File: src/rtl/ring_osc_trim_ctrl.sv
// ring_osc_trim_ctrl: closed-loop thermometer trim of a 13-stage ring oscillator
module ring_osc_trim_ctrl #(
    parameter int WINDOW     = 1024,
    parameter int SETTLE     = 16,
    parameter int RST_CYCLES = 8,
    parameter int CNT_W      = 16,
    parameter int MAX_ITER   = 32
) (
    input  logic             clk,
    input  logic             resetn,
    input  logic             enable,
    input  logic             start,
    input  logic             osc_div_sync,
    input  logic [CNT_W-1:0] target,
    input  logic [CNT_W-1:0] tol,
    input  logic             manual_en,
    input  logic [4:0]       manual_code,
    output logic [25:0]      trim,
    output logic             osc_reset,
    output logic             busy,
    output logic             locked,
    output logic             done,
    output logic             err,
    output logic [4:0]       code
);
    typedef enum logic [2:0] {IDLE, ORST, SETL, MEAS, CMP, FIN} state_t;
    localparam int TW = $clog2(WINDOW + SETTLE + RST_CYCLES + 1);
    localparam int IW = $clog2(MAX_ITER + 1);
    localparam logic [TW-1:0] RST_LAST = TW'(RST_CYCLES - 1);
    localparam logic [TW-1:0] SET_LAST = TW'(SETTLE - 1);
    localparam logic [TW-1:0] WIN_LAST = TW'(WINDOW - 1);
    localparam logic [IW-1:0] ITER_LAST = IW'(MAX_ITER - 1);
    state_t state, state_nxt;
    logic [TW-1:0] tmr;
    logic [CNT_W-1:0] cnt;
    logic [IW-1:0] iter;
    logic prev_s, dir, dir_vld;
    logic [CNT_W:0] hi, lo;
    logic up, dn, fin_lock, fin_err, step, abort, go;
    logic [4:0] code_nxt;
    assign hi = {1'b0, target} + {1'b0, tol};
    assign lo = target > tol ? {1'b0, target - tol} : '0;
    assign up = {1'b0, cnt} > hi;
    assign dn = {1'b0, cnt} < lo;
    assign abort = state != IDLE && !enable;
    assign go = state == IDLE && state_nxt == ORST;
    always_comb begin
        state_nxt = state;
        code_nxt = code;
        fin_lock = 1'b0;
        fin_err = 1'b0;
        step = 1'b0;
        if (abort) state_nxt = IDLE;
        else case (state)
            IDLE: begin
                if (manual_en) code_nxt = manual_code > 5'd26 ? 5'd26 : manual_code;
                else if (start && enable) state_nxt = ORST;
            end
            ORST: if (tmr == RST_LAST) state_nxt = SETL;
            SETL: if (tmr == SET_LAST) state_nxt = MEAS;
            MEAS: if (tmr == WIN_LAST) state_nxt = CMP;
            CMP: begin
                state_nxt = FIN;
                if (!up && !dn) fin_lock = 1'b1;
                else if ((up && code == 5'd26) || (dn && code == 5'd0)) fin_err = 1'b1;
                // a reversal means the target sits between two codes; keep the current one
                else if (dir_vld && dir != up) fin_lock = 1'b1;
                else if (iter == ITER_LAST) fin_err = 1'b1;
                else begin
                    step = 1'b1;
                    state_nxt = SETL;
                    code_nxt = up ? code + 5'd1 : code - 5'd1;
                end
            end
            default: state_nxt = IDLE;
        endcase
    end
    always_ff @(posedge clk or negedge resetn) begin
        if (!resetn) begin
            state     <= IDLE;
            tmr       <= '0;
            cnt       <= '0;
            iter      <= '0;
            prev_s    <= 1'b0;
            dir       <= 1'b0;
            dir_vld   <= 1'b0;
            code      <= '0;
            trim      <= '0;
            osc_reset <= 1'b1;
            busy      <= 1'b0;
            locked    <= 1'b0;
            done      <= 1'b0;
            err       <= 1'b0;
        end else begin
            state  <= state_nxt;
            prev_s <= osc_div_sync;
            tmr    <= state_nxt != state ? '0 : tmr + 1'b1;
            if (state != MEAS) cnt <= '0;
            else if (osc_div_sync && !prev_s && cnt != '1) cnt <= cnt + 1'b1;
            if (go) begin
                iter    <= '0;
                dir_vld <= 1'b0;
            end else if (step) begin
                iter    <= iter + 1'b1;
                dir     <= up;
                dir_vld <= 1'b1;
            end
            code      <= code_nxt;
            trim      <= 26'((27'd1 << code_nxt) - 27'd1);
            osc_reset <= state_nxt == ORST || (state_nxt == IDLE && !manual_en && (!enable || osc_reset));
            busy      <= state_nxt inside {ORST, SETL, MEAS, CMP};
            done      <= fin_lock || fin_err;
            locked    <= fin_lock || (locked && !abort && !go);
            err       <= fin_err || (err && !go);
        end
    end
endmodule

File: config.mk
export PLATFORM = sky130hd
export DESIGN_NAME = ring_osc_trim_ctrl
export DESIGN_NICKNAME = d
export VERILOG_FILES = /design/src/rtl/ring_osc_trim_ctrl.sv
export SDC_FILE = /design/constraint.sdc
export NUM_CORES = 1
export LEC_CHECK = 0
export ABC_AREA = 1
export CAP_MARGIN = 20
export CORE_ASPECT_RATIO = 0.8
export CORE_UTILIZATION = 59
export CTS_BUF_LIST = sky130_fd_sc_hd__clkbuf_4 sky130_fd_sc_hd__clkbuf_8
export CTS_CLUSTER_DIAMETER = 150
export DETAILED_ROUTE_END_ITERATION = 7
export HOLD_SLACK_MARGIN = 0.02
export PLACE_DENSITY = 0.83
export RECOVER_POWER = 50
export SETUP_SLACK_MARGIN = 0.1
export SLEW_MARGIN = 25
export SYNTH_ARGS = -nofsm -noshare
export SYNTH_HDL_FRONTEND = slang
export SYNTH_SLANG_ARGS = --single-unit
File: constraint.sdc
create_clock -name clk -period 5.2 [get_ports clk]
set_clock_uncertainty 0.2 [all_clocks]
set_input_delay 0.78 -clock clk [delete_from_list [all_inputs] [get_ports clk]]
set_output_delay 0.78 -clock clk [all_outputs]
set_load 0.005 [all_outputs]
==> results of run 1 <==
synth_stat cells (7+ instances only):
master,instances
a21oi_1,52
dfrtp_1,74
ha_1,70
inv_1,131
inv_2,10
nand2_1,169
nand2_2,18
nand2_4,8
nand3_1,67
nand3_2,14
nand4_1,16
nor2_1,75
nor2_2,7
nor2_4,14
nor3_1,22
nor3b_1,8
o21ai_0,33
o21bai_1,8
xor2_1,23
what timing repair did:
action,in CTS
buffers inserted,32
hold buffers,0
gates resized for setup,119
endpoints found under the setup margin,58
gates cloned,4
pin swaps,90
kinds of logic after synthesis:
family	after synthesis	share of synthesized area (%)
adders and majority gates	73	13.8
DFF	75	27.8
buffers and inverters	156	9.29
AOI/OAI and AO/OA	125	11.0
and+or+nand+nor	447	34.5
xor gates and xnor gates	28	3.63
per-layer routing:
layer  overflow  track usage (%)
met3          5             66.4
met4        148              103
met5          0             14.6
met2        432              115
met1          3             84.1
stage by stage:
| step | cells | setup slack, ns | hold slack (ns) | util, % |
|---|---|---|---|---|
| after floorplan | 904 | -0.768 | 0.232 | - |
| after global placement | 1267 | -1.52 | 0.251 | 82.1 |
| after detailed placement | 1267 | -1.77 | 0.264 | 82.1 |
| after CTS | 1317 | -0.744 | 0.272 | 90.2 |
==> metrics.md, run 1 <==
| Metric | Value |
|---|---|
| GRT worst endpoint | `trim[18]$_DFF_PN0_/D` |
| Row cnt | `34` |
| Sequential element share of the synthesized area | `about 28%` |
| Main synth FF type | `dfrtp_1` |
| Final HPWL DP | `roughly 14000 um` |
| Cts bufs inserted | `9` |
| Syn_area_per_cell | `about 7.5 sq um` |
| GP Congestion | `0.935` |
| Ranking of synthesized cells by area | `dfrtp_1 27%, ha_1 13%, nand2_1 9.4%` |
| Synth unique cells | `55` |
| Syn nets | `1020` |
| Cell Area, Synth | `roughly 6800 sq um` |
| Die Width | `roughly 120 um` |
| Io pins | `79` |
| Placed Area | `between 9000 and 10000 sq um` |
| Overflow after GRT | `slightly below 600` |
| Die height | `around 98 um` |
| Run status | `aborted with a tool error` |
| Run Error | `[ERROR GRT-0232] Routing congestion too high. Check the congestion heatmap in the GUI.` |
| Post-synth top area cell | `dfrtp_1` |
| Starting Density | `about 61%` |
| Yosys top cell area share | `27.4%` |
| H-tree Lvls | `3` |
| Buffers on Ports | `slightly below 80` |
| Largest net degree at the start of global routing | `between 70 and 80` |
| Ys async rst share | `100%` |
| Stopped at | `global routing` |
| Longest Clk Path Bufs | `2` |
| Clk root buf | `clkbuf_8` |
| Clock sink count | `75` |
| All-Layer GR Usage | `approximately 89%` |
| WEP type | `sequential cell input` |
| Synth Register Bits | `between 70 and 80` |
| Post-synthesis cell count | `between 900 and 1000` |
| Yosys warnings | `0` |
| EDFF count, synth | `0` |
==> inputs of run 2 (changes only) <==
==> config.mk (replaced) <==
export PLATFORM = sky130hd
export DESIGN_NAME = ring_osc_trim_ctrl
export DESIGN_NICKNAME = d
export VERILOG_FILES = /design/src/rtl/ring_osc_trim_ctrl.sv
export SDC_FILE = /design/constraint.sdc
export NUM_CORES = 1
export LEC_CHECK = 0
export ABC_AREA = 1
export CAP_MARGIN = 20
export CORE_UTILIZATION = 40
export DETAILED_ROUTE_END_ITERATION = 7
export PLACE_DENSITY_LB_ADDON = 0.15
export RECOVER_POWER = 50
export SLEW_MARGIN = 25
export SYNTH_ARGS = -nofsm -noshare
export SYNTH_HDL_FRONTEND = slang
export SYNTH_SLANG_ARGS = --single-unit
==> run 2 against run 1 <==
Net effect:
- the flow now finishes, with violations (max-capacitance violations, max-slew violations, negative setup slack)
- synthesized cell count stayed put
- synthesized area stayed put
==> metrics.md, run 2 <==
| Metric | Value |
|---|---|
| Run status | `finished with violations` |
| Failing checks | `max-capacitance violations, max-slew violations, negative setup slack` |
| First-pass GRT wire length | `roughly 32000 um` |
| Clock transition at the registers of the reported paths | `approximately 0.060 ns` |
| DR vias/cell | `between 4 and 5` |
| Post-synthesis cell count | `904 (unchanged)` |
| H-tree Lvls | `3 (unchanged)` |
| RSZ-0062 raised after global routing | `yes` |
| Clock sink count | `75 (unchanged)` |
| Crit path largest cell delay | `0.27 ns` |
| Worst setup EP type | `flip-flop` |
| Cts bufs inserted | `9 (unchanged)` |
| Post-route DRC | `0` |
| Rel. slew slack | `-171%` |
| Final Critical Period | `roughly 6 ns` |
| CTS tree | `done` |
| Yosys warnings | `0 (unchanged)` |
| Worst Path Arrival | `~6 ns` |
| Period utilization | `115%` |
| Initial antenna violation count | `0` |
| GP Congestion | `0.898 (-3.9%)` |
| Worst Setup Start Kind | `primary input` |
| Initial drt markers | `304` |
| Syn nets | `1020 (unchanged)` |
| Peak supply drop | `about 0.41 mV` |
| Slew @ Worst Pin | `around 4.1 ns` |
| Post-synth top area cell | `dfrtp_1` |
| Die height | `132 um (+35%)` |
| Most frequent cell after synthesis | `nand2_1` |
| Syn_area_per_cell | `7.48 sq um (unchanged)` |
| Cell Area, Synth | `6760 sq um (unchanged)` |
| Hold buffers post-CTS | `0 (unchanged)` |
| Largest net degree at the start of global routing | `76` |
| Top post-synthesis cells by count | `169 x nand2_1, 131 x inv_1, 75 x nor2_1` |
| Slew Viols, Final | `76` |
| Starting Density | `40.9% (-20 points)` |
| CP max FO | `8` |
| Ranking of synthesized cells by area | `dfrtp_1 27%, ha_1 13%, nand2_1 9.4%` |
| Most frequent cells in the layout | `177 x buf_4, 142 x nand2_1, 113 x inv_1, 74 x dfrtp_1, 66 x clkdlybuf4s50_1` |
| Vias in the first global route | `approximately 7000` |
| Antenna diodes | `0` |
| All-Layer GR Usage | `22.8%` |
| Buffers on Ports | `78 (unchanged)` |
| Avg WL per Cell | `13.9 um` |
| Routed WL | `between 15000 and 20000 um` |
| Sequential element share of the synthesized area | `27.8% (unchanged)` |
| P_leak | `between 5 and 6 nW` |
| Longest Clk Path Bufs | `2 (unchanged)` |
| Syn-to-layout area delta | `60.6%` |
| Register area | `approximately 1900 sq um` |
| Slowest cell on crit path | `ha_1` |
| Core box area | `16500 sq um` |
| EDFF count, synth | `0 (unchanged)` |
| Total power | `about 5.3 mW` |
| Largest delay contributor family on the critical path | `simple AND/OR/NAND/NOR gates` |
| Yosys top cell area share | `27.4% (unchanged)` |
| Final HPWL DP | `13800 um (-4.3%)` |
| Layout cell share with drive strength beyond 1 | `39.5%` |
| Hold Violations, Final | `0` |
| Max Freq | `around 170 MHz` |
| Synth Register Bits | `75 (unchanged)` |
| Vias post-DR | `7018` |
| Most used cell, CP | `nand2_1` |
| NumNets Final | `approximately 1300` |
| Main synth FF type | `dfrtp_1` |
| Hold WC Path Type | `flip-flop to flip-flop` |
| Final setup TNS | `-23.39 ns` |
| Crit path setup slack, layout | `-0.774 ns` |
| Io pins | `79 (unchanged)` |
| Max Cap Viol | `1` |
| Worst Path Buf+Inv | `8` |
| 1st-pass router iterations | `7` |
| Final setup fails | `48` |
| Flip-flop count of the largest register after layout | `26` |
| Fin Hold WS | `0.294 ns` |
| Crit path required time | `5.23 ns` |
| Overflow after GRT | `0` |
| PD cells | `slightly below 500 nW/um^2` |
| Synth unique cells | `55 (unchanged)` |
| Most common cell after layout, fill and taps aside | `buf_4` |
| Die Footprint | `~17000 sq um` |
| Row cnt | `47 (+38%)` |
| Filler instances | `between 1000 and 1500` |
| Setup CP Type | `primary input to flip-flop` |
| Clk root buf | `clkbuf_16` |
| Ys async rst share | `100% (unchanged)` |
| Die Width | `132 um (+8.5%)` |
| Largest regs | `trim: 26 flops, cnt: 16 flops, tmr: 11 flops` |
| Top reg by flops | `trim` |
| Clock latency at the later pin of the worst-skew pair | `about 0.34 ns` |
| Area of the multi-input gates | `about 5200 sq um` |
| Antenna viol nets, final | `0` |
==> run 2: layout make-up <==
class	count	share of cell area [%]
timing repair inverter	1	0.104
clock buffer	10	2.11
inverter	142	5.25
sequential	75	17.3
tap	220	2.53
timing repair buffer	295	23.8
multi-input combinational	675	48.1
clock inverter	6	0.818
==> run 2: what timing repair did <==
item,in CTS,in global routing
gates resized for setup,152,104
pin swaps,119,105
endpoints found under the setup margin,58,58
buffers inserted,32,26
hold endpoints to repair,0,0
cloned,4,0
==> run 2: through the flow <==
step,worst slack [ns],area (sq um),utilization (%),cells
2_1_floorplan,-0.768,7010,-,904
3_3_place_gp,-1.64,9230,55.9,1356
3_5_place_dp,-1.71,9230,55.9,1356
4_1_cts,-0.682,10300,62.4,1406
5_1_grt,-1.28,10900,65.7,1424
6_report,-0.774,10900,65.7,1424
==> run 2: routing by layer <==
layer  GRT usage [%]  share of wire [%]
met1            30.8                 46
met2            37.9                 48
met3            4.27                4.1
met4            5.04                1.7
met5               0                  0
==> run 2: worst paths after layout <==
| check | cells after the start | slack [ns] | startpoint | to |
|---|---|---|---|---|
| min reg2reg | 1 | 0.29 | tmr[0] | tmr[0] |
| min in group asynchronous | 1 | 1.65 | resetn | tmr[5] |
| max reg2reg | 29 | 1.14 | cnt[12] | trim[9] |
| max in group asynchronous | 1 | 0.87 | resetn | trim[9] |
| max | 44 | -0.77 | tol[2] | trim[18] |
| min | 1 | 0.29 | tmr[0] | tmr[0] |
==> run 2: report_power, final <==
part           internal [mW]  leakage, nW  switching [mW]
sequential             0.743        0.947          0.0993
combinational           1.79         4.20            1.95
clock                  0.421        0.149           0.252
total                   2.95         5.30            2.31
==> run 2: cell families (layout without fill, tap and decap cells) <==
family,count (synthesis),in the layout,share of synthesized area [%]
buffers and inverters,156,454,9.29
and+or+nand+nor,447,449,34.5
adders and majority gates,73,73,13.8
DFF,75,75,27.8
AOI/OAI and AO/OA,125,125,11.0
xor gates and xnor gates,28,28,3.63
No activity file was read; power rests on OpenSTA's default activity.
